<file path="src/rtl/gate_bist_if.sv">
// gate_bist_if: request, result and gate-facing signals of the gate self-test.
// master is the controller/environment side, slave is the BIST block.
interface gate_bist_if;
    logic       start;
    logic       abort;
    logic [3:0] exp_tt;
    logic       y;
    logic       a;
    logic       b;
    logic       busy;
    logic       done;
    logic       pass;
    logic [2:0] fail_count;
    logic [1:0] fail_vec;

    modport master (
        output start, abort, exp_tt, y,
        input  a, b, busy, done, pass, fail_count, fail_vec
    );

    modport slave (
        input  start, abort, exp_tt, y,
        output a, b, busy, done, pass, fail_count, fail_vec
    );
endinterface

</file>
<file path="src/rtl/gate_bist.sv">
// gate_bist: walks (a,b) through 00..11, settles, samples y and compares it
// with a captured truth table; reports pass, fail count and first bad vector.
module gate_bist #(
    parameter int unsigned SETTLE_CYCLES = 2
) (
    input logic        clk,
    input logic        rst_n,
    gate_bist_if.slave bus
);
    typedef enum logic [1:0] {
        IDLE,
        SETTLE,
        CHECK,
        DONE
    } state_e;

    localparam logic [3:0] LAST = 4'(SETTLE_CYCLES - 1);

    state_e     state_q, state_d;
    logic [3:0] cnt_q, cnt_d;
    logic [3:0] tt_q, tt_d;
    logic [1:0] ab_q, ab_d;
    logic       busy_q, busy_d;
    logic       done_q, done_d;
    logic       pass_q, pass_d;
    logic [2:0] fc_q, fc_d;
    logic [1:0] fv_q, fv_d;
    logic       first_q, first_d;

    // Next-state and registered-output logic for the self-test sequence.
    always_comb begin
        state_d = state_q;
        cnt_d   = cnt_q;
        tt_d    = tt_q;
        ab_d    = ab_q;
        busy_d  = busy_q;
        done_d  = 1'b0;
        pass_d  = pass_q;
        fc_d    = fc_q;
        fv_d    = fv_q;
        first_d = first_q;
        unique case (state_q)
            IDLE: begin
                if (bus.start) begin
                    tt_d    = bus.exp_tt;
                    ab_d    = 2'b00;
                    fc_d    = 3'd0;
                    fv_d    = 2'b00;
                    pass_d  = 1'b0;
                    first_d = 1'b0;
                    cnt_d   = 4'd0;
                    busy_d  = 1'b1;
                    state_d = SETTLE;
                end
            end
            SETTLE: begin
                if (bus.abort) begin
                    ab_d    = 2'b00;
                    busy_d  = 1'b0;
                    pass_d  = 1'b0;
                    state_d = IDLE;
                end else if (cnt_q == LAST) begin
                    state_d = CHECK;
                end else begin
                    cnt_d = cnt_q + 4'd1;
                end
            end
            CHECK: begin
                if (bus.abort) begin
                    ab_d    = 2'b00;
                    busy_d  = 1'b0;
                    pass_d  = 1'b0;
                    state_d = IDLE;
                end else begin
                    if (bus.y != tt_q[ab_q]) begin
                        fc_d = fc_q + 3'd1;
                        if (!first_q) begin
                            fv_d    = ab_q;
                            first_d = 1'b1;
                        end
                    end
                    if (ab_q == 2'b11) begin
                        busy_d  = 1'b0;
                        done_d  = 1'b1;
                        state_d = DONE;
                    end else begin
                        ab_d    = ab_q + 2'b01;
                        cnt_d   = 4'd0;
                        state_d = SETTLE;
                    end
                end
            end
            DONE: begin
                busy_d  = 1'b0;
                pass_d  = (fc_q == 3'd0);
                ab_d    = 2'b00;
                state_d = IDLE;
            end
            default: state_d = IDLE;
        endcase
    end

    // State and result registers with synchronous active-low reset.
    always_ff @(posedge clk) begin
        if (!rst_n) begin
            state_q <= IDLE;
            cnt_q   <= 4'd0;
            tt_q    <= 4'd0;
            ab_q    <= 2'b00;
            busy_q  <= 1'b0;
            done_q  <= 1'b0;
            pass_q  <= 1'b0;
            fc_q    <= 3'd0;
            fv_q    <= 2'b00;
            first_q <= 1'b0;
        end else begin
            state_q <= state_d;
            cnt_q   <= cnt_d;
            tt_q    <= tt_d;
            ab_q    <= ab_d;
            busy_q  <= busy_d;
            done_q  <= done_d;
            pass_q  <= pass_d;
            fc_q    <= fc_d;
            fv_q    <= fv_d;
            first_q <= first_d;
        end
    end

    assign bus.a          = ab_q[1];
    assign bus.b          = ab_q[0];
    assign bus.busy       = busy_q;
    assign bus.done       = done_q;
    assign bus.pass       = pass_q;
    assign bus.fail_count = fc_q;
    assign bus.fail_vec   = fv_q;
endmodule

</file>
<file path="src/flat_wrapper.sv">
// flat-port wrapper written by rule: the top's interface ports become plain ports
module gate_bist_flat 
#(
    parameter int unsigned SETTLE_CYCLES = 2
)
  (clk, rst_n, bus_start, bus_abort, bus_exp_tt, bus_y, bus_a, bus_b, bus_busy, bus_done, bus_pass, bus_fail_count, bus_fail_vec);
  gate_bist_if bus_i ();
  input logic clk;
  input logic rst_n;
  input wire logic [$bits(bus_i.start)-1:0] bus_start;
  input wire logic [$bits(bus_i.abort)-1:0] bus_abort;
  input wire logic [$bits(bus_i.exp_tt)-1:0] bus_exp_tt;
  input wire logic [$bits(bus_i.y)-1:0] bus_y;
  output wire logic [$bits(bus_i.a)-1:0] bus_a;
  output wire logic [$bits(bus_i.b)-1:0] bus_b;
  output wire logic [$bits(bus_i.busy)-1:0] bus_busy;
  output wire logic [$bits(bus_i.done)-1:0] bus_done;
  output wire logic [$bits(bus_i.pass)-1:0] bus_pass;
  output wire logic [$bits(bus_i.fail_count)-1:0] bus_fail_count;
  output wire logic [$bits(bus_i.fail_vec)-1:0] bus_fail_vec;
  assign bus_i.start = bus_start;
  assign bus_i.abort = bus_abort;
  assign bus_i.exp_tt = bus_exp_tt;
  assign bus_i.y = bus_y;
  assign bus_a = bus_i.a;
  assign bus_b = bus_i.b;
  assign bus_busy = bus_i.busy;
  assign bus_done = bus_i.done;
  assign bus_pass = bus_i.pass;
  assign bus_fail_count = bus_i.fail_count;
  assign bus_fail_vec = bus_i.fail_vec;
  gate_bist #(.SETTLE_CYCLES(SETTLE_CYCLES)) u_core (.clk(clk), .rst_n(rst_n), .bus(bus_i));
endmodule
</file>
<file path="config.mk">
export PLATFORM = sky130hd
export DESIGN_NAME = gate_bist_flat
export DESIGN_NICKNAME = d
export VERILOG_FILES = /design/src/rtl/gate_bist_if.sv /design/src/rtl/gate_bist.sv /design/src/flat_wrapper.sv
export SDC_FILE = /design/constraint.sdc
export NUM_CORES = 1
export LEC_CHECK = 0
export CAP_MARGIN = 20
export CORE_MARGIN = 2
export CORE_UTILIZATION = 47
export DETAILED_ROUTE_END_ITERATION = 10
export GPL_ROUTABILITY_DRIVEN = 0
export GPL_TIMING_DRIVEN = 1
export PLACE_DENSITY_LB_ADDON = 0.1
export SKIP_LAST_GASP = 1
export SLEW_MARGIN = 20
export SYNTH_ARGS = -nofsm -noshare
export SYNTH_HDL_FRONTEND = slang
export SYNTH_SLANG_ARGS = --single-unit
</file>
<file path="constraint.sdc">
create_clock -name clk -period 2.1 [get_ports clk]
set_clock_uncertainty 0.2 [all_clocks]
set_input_delay 0.63 -clock clk [delete_from_list [all_inputs] [get_ports clk]]
set_output_delay 0.63 -clock clk [all_outputs]
set_load 0.005 [all_outputs]
</file>
==> flow_summary.toml, run 1 <==
[critical_path]
reg2reg_from = "u_core.state_q[0]"
path_class = "reg2reg"
crit_required_ps = 2140
crit_chain = "buf_4, ha_1, a21oi_1, o21ai_0, or3b_1, a21oi_1"
cp_slowest_cell = "or3b_1"
cpMostUsedCell = "a21oi_1"
crit_path_end = "u_core.ab_q[0]"
cp_slowest_stage_delay_ps = 400
reg2reg_depth = 6
worstReg2RegEnd = "u_core.ab_q[0]"
regToRegSetupSlack_ps = 40
cp_max_fo = 10
end_kind = "flop"
setup.worst_path.start_class = "flop"
crit_arrival_ps = 2100
cp-startpoint = "u_core.state_q[0]"

[route]
vias = 1168
drt_iter0_drc = 19
ant_nets = 0
routed_via_density = 5.615
wl_um = 3203
routedWlPerCell_um = 15.40
dr.pass1.iters = 4
drc = 0

[sta]
rsz0062_at_grt = "yes"
period_needed_ps = 2057
worst_pin_slew_ps = 340.3
hold_violations = 0
setup_viol = 0
slew_headroom_pct = 77.07
fmax_mhz = 486.3
slew_viol_final = 0
fin_crit_sh_pct = 97.93

[logic_synthesis]
yosys.area_share.simple_pct = 24.47
synth_ff_type = "dfxtp_1"
synth_top_family_by_area = "simple AND/OR/NAND/NOR gates"
ys_ff_latch = 21
synthAdderAreaFrac_pct = 9.615
synth.area.mux_share_pct = 5.128
yosys.area.top_type_share_pct = 35.90
synthArstFlopShare_pct = 0
synthesis.area_mm2 = 0.001171
yosys_warnings = 0
synth_compound_area_share_pct = 19.12
synthXorXnorAreaFrac_pct = 0
syn_avg_cell_area_um2 = 8.425
synth_area_leader_cell = "dfxtp_1"
synthCells = 139
synth_cell_types = 33
syn-num-nets = 157
synth_area_leaders = "dfxtp_1, ha_1, nand2_1"
ys_seq_area_share_pct = 35.90
synth_edf_count = 0

[die]
core-area_mm2 = 0.002410
rows = 18
ios = 19
die_h_um = 53.92
die_w_um = 53.92
start_util_pct = 48.60
die_area_mm2 = 0.002907

[clock_network]
numCtsBuffers = 3
worstSkewPairLatency_ps = 310
cts_tree = "done"
cts.sinks = 21
cts_max_path_buffers = 2
cts_max_level = 1
cts_root_buf = "clkbuf_4"
clk_pin_slew_worst_paths_ps = 130

[pwr]
combPwrFrac_pct = 31.3
finalPower_mw = 0.9128
power_frac_seq_pct = 46.0
power.internal_mw = 0.6254
power.share.switching_pct = 31.48
leakagePower_nw = 0.6695
power.share.clock_pct = 22.7
ir_worst_vdd_uv = 397.6
powerDensity_mw_per_mm2 = 552.7
p_sw_mw = 0.2873

[finish]
final_core_util_pct = 68.54
layout_common_cells = "buf_4, nand2_1, clkdlybuf4s50_1, dfxtp_1, a21oi_1"
final_common_cell = "buf_4"
area_delta_synth_final_pct = 41.03
drive_gt1_share_pct = 24.72
fill_cells = 208
diodes = 0
fin_nets = 197

[placed_design]
io_buffer_count = 18
dpl.hpwl_um = 2174

[outcome]
outcome = "complete, no violations"

[job]
drv_cap = 0

[grt]
grt-ovfl-total = 0
grt_max_degree = 13
antenna_found_initial = 0
grt_pass1_vias = 1073
grt_util_all_layers_pct = 22.76
grt_pass1_wl_um = 4719

[hold_path]
hold_path_class = "reg2reg"
[worst max-delay path: cells and delay by family, from the launching register on]
| kind | cells | cell delay (ps) |
|---|---|---|
| compound gates | 3 | 600 |
| buf+inv | 1 | 130 |
| flops | 1 | 330 |
| fa+ha+maj | 1 | 310 |
| simple gates | 1 | 400 |
[worst min path at each step]
stage,start,end,depth (start not counted)
after floorplan,u_core.tt_q[0],u_core.tt_q[0],2
after global placement,u_core.tt_q[0],u_core.tt_q[0],2
after detailed placement,u_core.tt_q[0],u_core.tt_q[0],2
after CTS,u_core.tt_q[0],u_core.tt_q[0],2
after global routing,u_core.tt_q[0],u_core.tt_q[0],2
final,u_core.bus.fail_vec[0],u_core.bus.fail_vec[0],2
[final cells by class]
cell class | instances | area (um^2) | share of cell area (%)
clock buffers | 3 | 22.52 | 1.364
flip-flops and latches | 21 | 432.9 | 26.21
repair buffers | 42 | 367.9 | 22.27
clock inverters | 1 | 5.005 | 0.3030
inverters | 9 | 33.78 | 2.045
multi-input cells | 102 | 752.0 | 45.53
well taps | 30 | 37.54 | 2.273
[power by group through the flow]
stage / registers [mW] / logic, mW / clock network [mW]
final: 0.420 / 0.285 / 0.207
after global routing: 0.421 / 0.310 / 0.229
after CTS: 0.422 / 0.249 / 0.212
after detailed placement: 0.431 / 0.244 / 0
after global placement: 0.430 / 0.235 / 0
after floorplan: 0.430 / 0.136 / 0
[metrics by stage]
step / cell area [um^2] / TNS (ps) / setup WS, ps / cells / hold WS, ps
after global placement: 1498 / -2721 / -337.7 / 199 / 243.7
after floorplan: 1171 / 0 / 77.47 / 139 / 235.7
after detailed placement: 1498 / -3585 / -395.4 / 199 / 256.7
final: 1652 / 0 / 43.49 / 208 / 276.0
after CTS: 1539 / -155.1 / -65.59 / 203 / 274.8
after global routing: 1652 / -50.88 / -28.00 / 208 / 287.7
[state kept, by name, summed over array words and instances (netlist names)]
| name | count |
|---|---|
| u_core.ab_q | 2 |
| u_core.bus.busy | 1 |
| u_core.bus.done | 1 |
| u_core.bus.fail_count | 3 |
| u_core.bus.fail_vec | 2 |
| u_core.bus.pass | 1 |
| u_core.cnt_q | 4 |
| u_core.first_q | 1 |
| u_core.state_q | 2 |
| u_core.tt_q | 4 |
[routing by layer]
layer	routed length (um)	up-vias	track usage (%)
met5	0	-	0
met4	50	0	6.838
met3	95	6	2.778
met2	1740	22	44.72
met1	1316	559	24.83
li1	-	581	-
[cells in the mapped netlist, types with 2 or more instances]
| library cell | number |
|---|---|
| ha_1 | 9 |
| nor2_1 | 2 |
| nand4b_1 | 2 |
| nand2b_1 | 2 |
| nor2b_1 | 4 |
| inv_1 | 9 |
| a2111oi_0 | 2 |
| nand3b_1 | 5 |
| or3b_1 | 3 |
| a211oi_1 | 2 |
| nand2_1 | 18 |
| o21ai_0 | 8 |
| mux2i_1 | 6 |
| nand3_1 | 8 |
| o22ai_1 | 5 |
| clkbuf_1 | 6 |
| dfxtp_1 | 21 |
| a21oi_1 | 12 |
[logic make-up (layout without fill, tap and decap cells)]
group	Yosys count	after routing
adders and majority gates	9	9
buffers and inverters	16	55
and+or+nand+nor	51	51
DFF	21	21
AOI/OAI and AO/OA	36	36
muxes	6	6
[timing repair]
action,in CTS,in global routing
pin swaps,1,1
hold buffers,0,0
gates resized for setup,6,18
setup buffers,0,5
setup endpoints to repair,7,12
No activity file was read; power rests on OpenSTA's default activity.
==> run 2: changes to the inputs <==
--- a/config.mk
+++ b/config.mk
@@ -11,7 +11,7 @@
 export DETAILED_ROUTE_END_ITERATION = 10
 export GPL_ROUTABILITY_DRIVEN = 0
 export GPL_TIMING_DRIVEN = 1
-export PLACE_DENSITY_LB_ADDON = 0.1
+export PLACE_DENSITY_LB_ADDON = 0.08
 export SKIP_LAST_GASP = 1
 export SLEW_MARGIN = 20
 export SYNTH_ARGS = -nofsm -noshare
==> flow_summary.toml, run 2 (synthesis gave the netlist of run 1 again) <==
[grt]
antenna_found_initial = 0
grt_util_all_layers_pct = 21.11
grt_pass1_wl_um = 4271
grt_max_degree = 17
grt-ovfl-total = 0
grt_pass1_vias = 929

[finish]
fill_cells = 188
diodes = 0
layout_common_cells = "buf_4, nand2_1, clkdlybuf4s50_1, dfxtp_1, a21oi_1"
layout.cells.non_filler = 204
drive_gt1_share_pct = 22.41
fin_nets = 193
area_delta_synth_final_pct = 35.58
final_common_cell = "buf_4"

[critical_path]
cp_max_fo = 5
setup.worst_path.start_class = "primary input"
end_kind = "flop"
regToRegSetupSlack_ps = 100
crit_required_ps = 2140
reg2reg_depth = 5
cp-startpoint = "bus_start"
path_class = "in2reg"
worstReg2RegEnd = "u_core.state_q[1]"
crit_path_end = "u_core.bus.fail_count[0]"
reg2reg_from = "u_core.cnt_q[0]"
crit_arrival_ps = 2130

[route]
dr.pass1.iters = 4
wl_um = 2728
drt_iter0_drc = 29
ant_nets = 0
routedWlPerCell_um = 13.37
vias = 1079
routed_via_density = 5.289
drc = 0

[pwr]
finalPower_mw = 0.8846
leakagePower_nw = 0.6197
powerDensity_mw_per_mm2 = 557.1
ir_worst_vdd_uv = 437.8

[placed_design]
dp.cells = 200
dpl.hpwl_um = 2040
place_ws_ps = -362.4
io_buffer_count = 18

[sta]
rsz0062_at_grt = "yes"
worst_pin_slew_ps = 398.5
period_needed_ps = 2084
hold_violations = 0
setup_viol = 0
fmax_mhz = 479.8
fin_crit_sh_pct = 99.26
finalSetupTns_ps = 0
slew_viol_final = 0
fin_ws_ps = 15.59
slew_headroom_pct = 73.37

[clock_network]
cts.sinks = 21
cts_max_path_buffers = 2
cts_tree = "done"
cts_root_buf = "clkbuf_4"
cts_max_level = 1
worstSkewPairLatency_ps = 310
numCtsBuffers = 3
clk_pin_slew_worst_paths_ps = 110

[die]
core-area_mm2 = 0.002410
die_h_um = 53.92
rows = 18
die_area_mm2 = 0.002907
ios = 19
die_w_um = 53.92
start_util_pct = 48.60

[job]
drv_cap = 0

[outcome]
outcome = "complete, no violations"

[hold_path]
hold_path_class = "reg2reg"
## run 2: changes by cell type in the layout (fill, tap and decap cells not counted), sizes merged
cell           delta
buf               -4
clkdlybuf4s50     +2
clkbuf            +1
dlymetal6s2s      -2
clkinv            -1
## run 2: layer usage
| metal | global-route usage (%) | part of all wire, % |
|---|---|---|
| met1 | 27.29 | 50 |
| met2 | 33.33 | 46 |
| met3 | 5.833 | 3.1 |
| met4 | 7.692 | 1.6 |
| met5 | 0 | 0 |
## run 2: what timing repair did
item / in CTS / in global routing
pin swaps: 0 / 1
cloned: 0 / 0
gates resized for setup: 4 / 16
buffers inserted: 0 / 0
hold buffers: 0 / 0
setup endpoints to repair: 5 / 14
## run 2: worst min-delay path by stage
stage / end / startpoint / cells past startpoint / slack, ps
floorplan: u_core.tt_q[0] / u_core.tt_q[0] / 2 / 240
global placement: u_core.tt_q[1] / u_core.tt_q[1] / 2 / 240
detailed placement: u_core.tt_q[1] / u_core.tt_q[1] / 2 / 250
CTS: u_core.tt_q[1] / u_core.tt_q[1] / 2 / 260
global route: u_core.tt_q[1] / u_core.tt_q[1] / 2 / 300
finish: u_core.tt_q[1] / u_core.tt_q[1] / 2 / 260
## run 2: worst max-delay path, stage by stage
cell	delay, ps
clkdlybuf4s50_1	490
nand2b_4	130
o211ai_1	140
or4b_4	590
o22ai_2	150
## run 2: power breakdown
| group | switching (mW) | internal (mW) | total (mW) |
|---|---|---|---|
| clock | 0.121 | 0.0743 | 0.196 |
| sequential | 0.00893 | 0.412 | 0.421 |
| combinational | 0.131 | 0.137 | 0.268 |
## run 2: cell type report
type                            count  area [um^2]  area share [%]
Multi-Input combinational cell    102        728.2           45.86
Inverter                            9        33.78           2.128
Timing Repair Buffer               38        332.8           20.96
Sequential cell                    21        429.2           27.03
Tap cell                           30        37.54           2.364
Clock buffer                        4        26.28           1.655
## run 2: stage by stage
step / util [%] / area, um^2 / hold slack [ps]
detailed placement: 62.46 / 1505 / 248.7
floorplan: - / 1171 / 235.7
global route: 65.89 / 1588 / 296.9
finish: 65.89 / 1588 / 261.7
CTS: 63.86 / 1539 / 264.6
global placement: 62.46 / 1505 / 244.3
==> run 3: changes to the inputs <==
--- a/config.mk
+++ b/config.mk
@@ -5,6 +5,7 @@
 export SDC_FILE = /design/constraint.sdc
 export NUM_CORES = 1
 export LEC_CHECK = 0
+export ABC_CLOCK_PERIOD_IN_PS = 2100
 export CAP_MARGIN = 20
 export CORE_MARGIN = 2
 export CORE_UTILIZATION = 47
@@ -12,6 +13,7 @@
 export GPL_ROUTABILITY_DRIVEN = 0
 export GPL_TIMING_DRIVEN = 1
 export PLACE_DENSITY_LB_ADDON = 0.08
+export SETUP_SLACK_MARGIN = 0.05
 export SKIP_LAST_GASP = 1
 export SLEW_MARGIN = 20
 export SYNTH_ARGS = -nofsm -noshare
==> flow_summary.toml, run 3 (synthesis gave the netlist of run 1 again) <==
[pwr]
ir_worst_vdd_uv = 431.5
leakagePower_nw = 0.7057
finalPower_mw = 0.8844
powerDensity_mw_per_mm2 = 540.0

[route]
drc = 0
dr.pass1.iters = 4
drt_iter0_drc = 22
routedWlPerCell_um = 13.42
ant_nets = 0
routed_via_density = 5.267
vias = 1106
wl_um = 2818

[clock_network]
cts_max_path_buffers = 2
numCtsBuffers = 3
cts_max_level = 1
hold_buffers = 0
clk_pin_slew_worst_paths_ps = 110
worstSkewPairLatency_ps = 310
cts.sinks = 21
cts_tree = "done"
cts_root_buf = "clkbuf_4"

[sta]
slew_viol_final = 0
slew_headroom_pct = 69.68
finalSetupTns_ps = 0
hold_violations = 0
rsz0062_at_grt = "yes"
worst_pin_slew_ps = 442.1
period_needed_ps = 2034
fin_crit_sh_pct = 96.87
holdWs_ps = 261.5
fmax_mhz = 491.6
setup_viol = 0

[finish]
fill_cells = 179
area_delta_synth_final_pct = 39.85
multi_input_area_um2 = 723.2
fin_nets = 199
layout.area.seq_um2 = 432.9
diodes = 0
drive_gt1_share_pct = 26.11
final_common_cell = "buf_4"
final_area_mm2 = 0.001638
final_core_util_pct = 67.96
layout_common_cells = "buf_4, nand2_1, clkdlybuf4s50_1, dfxtp_1, a21oi_1"

[die]
die_h_um = 53.92
start_util_pct = 48.60
rows = 18
die_area_mm2 = 0.002907
ios = 19
die_w_um = 53.92
core-area_mm2 = 0.002410

[critical_path]
setup.worst_path.start_class = "flop"
cp_slowest_stage_delay_ps = 510
cp_max_fo = 4
path_class = "reg2out"
cp_num_cells = 1
crit_chain = "clkdlybuf4s50_1"
cpLargestDelayFamily = "buffers and inverters"
cp_slowest_cell = "clkdlybuf4s50_1"
crit_required_ps = 1270
end_kind = "primary output"
crit_arrival_ps = 1200
reg2reg_depth = 7
crit_buf_inv = 1

[outcome]
outcome = "complete, no violations"

[placed_design]
place_area_mm2 = 0.001505
dpl.hpwl_um = 2040
io_buffer_count = 18

[job]
drv_cap = 0

[grt]
grt_util_all_layers_pct = 21.40
grt_max_degree = 17
antenna_found_initial = 0
grt_pass1_vias = 938
grt-ovfl-total = 0
grt_pass1_wl_um = 4312

[hold_path]
hold_depth = 2
hold_path_class = "reg2reg"
-- run 3: timing repair --
action,CTS,global route
setup endpoints to repair,13,19
buffers inserted,0,6
gates resized for setup,10,15
endpoints found under the hold margin,0,0
pin swaps,0,4
-- run 3: power breakdown --
part           internal, mW  switching, mW
clock network        0.0743          0.123
registers             0.413        0.00879
logic                 0.136          0.131
-- run 3: routing by layer --
layer	wire (um)	GRT usage [%]
met3	110	5.833
met4	46	7.692
met2	1320	34.55
met5	0	0
met1	1341	27.12
-- run 3: final cells by class --
class,instances,area share [%]
multi-input cells,102,44.16
well taps,30,2.292
clock buffers,4,1.604
repair buffers,44,23.45
flip-flops and latches,21,26.43
inverters,9,2.063
-- run 3: final timing paths --
check                    start                        to  slack, ps
max             u_core.ab_q[0]                     bus_b         70
min             u_core.tt_q[1]            u_core.tt_q[1]        260
max reg2reg  u_core.state_q[0]  u_core.bus.fail_count[1]        100
min reg2reg     u_core.tt_q[1]            u_core.tt_q[1]        260
-- run 3: per-stage QoR --
stage          instances  worst slack, ps
4_1_cts              204            30.53
2_1_floorplan        139            77.47
3_5_place_dp         200           -362.4
6_report             210            65.69
3_3_place_gp         200           -370.4
5_1_grt              210            2.548
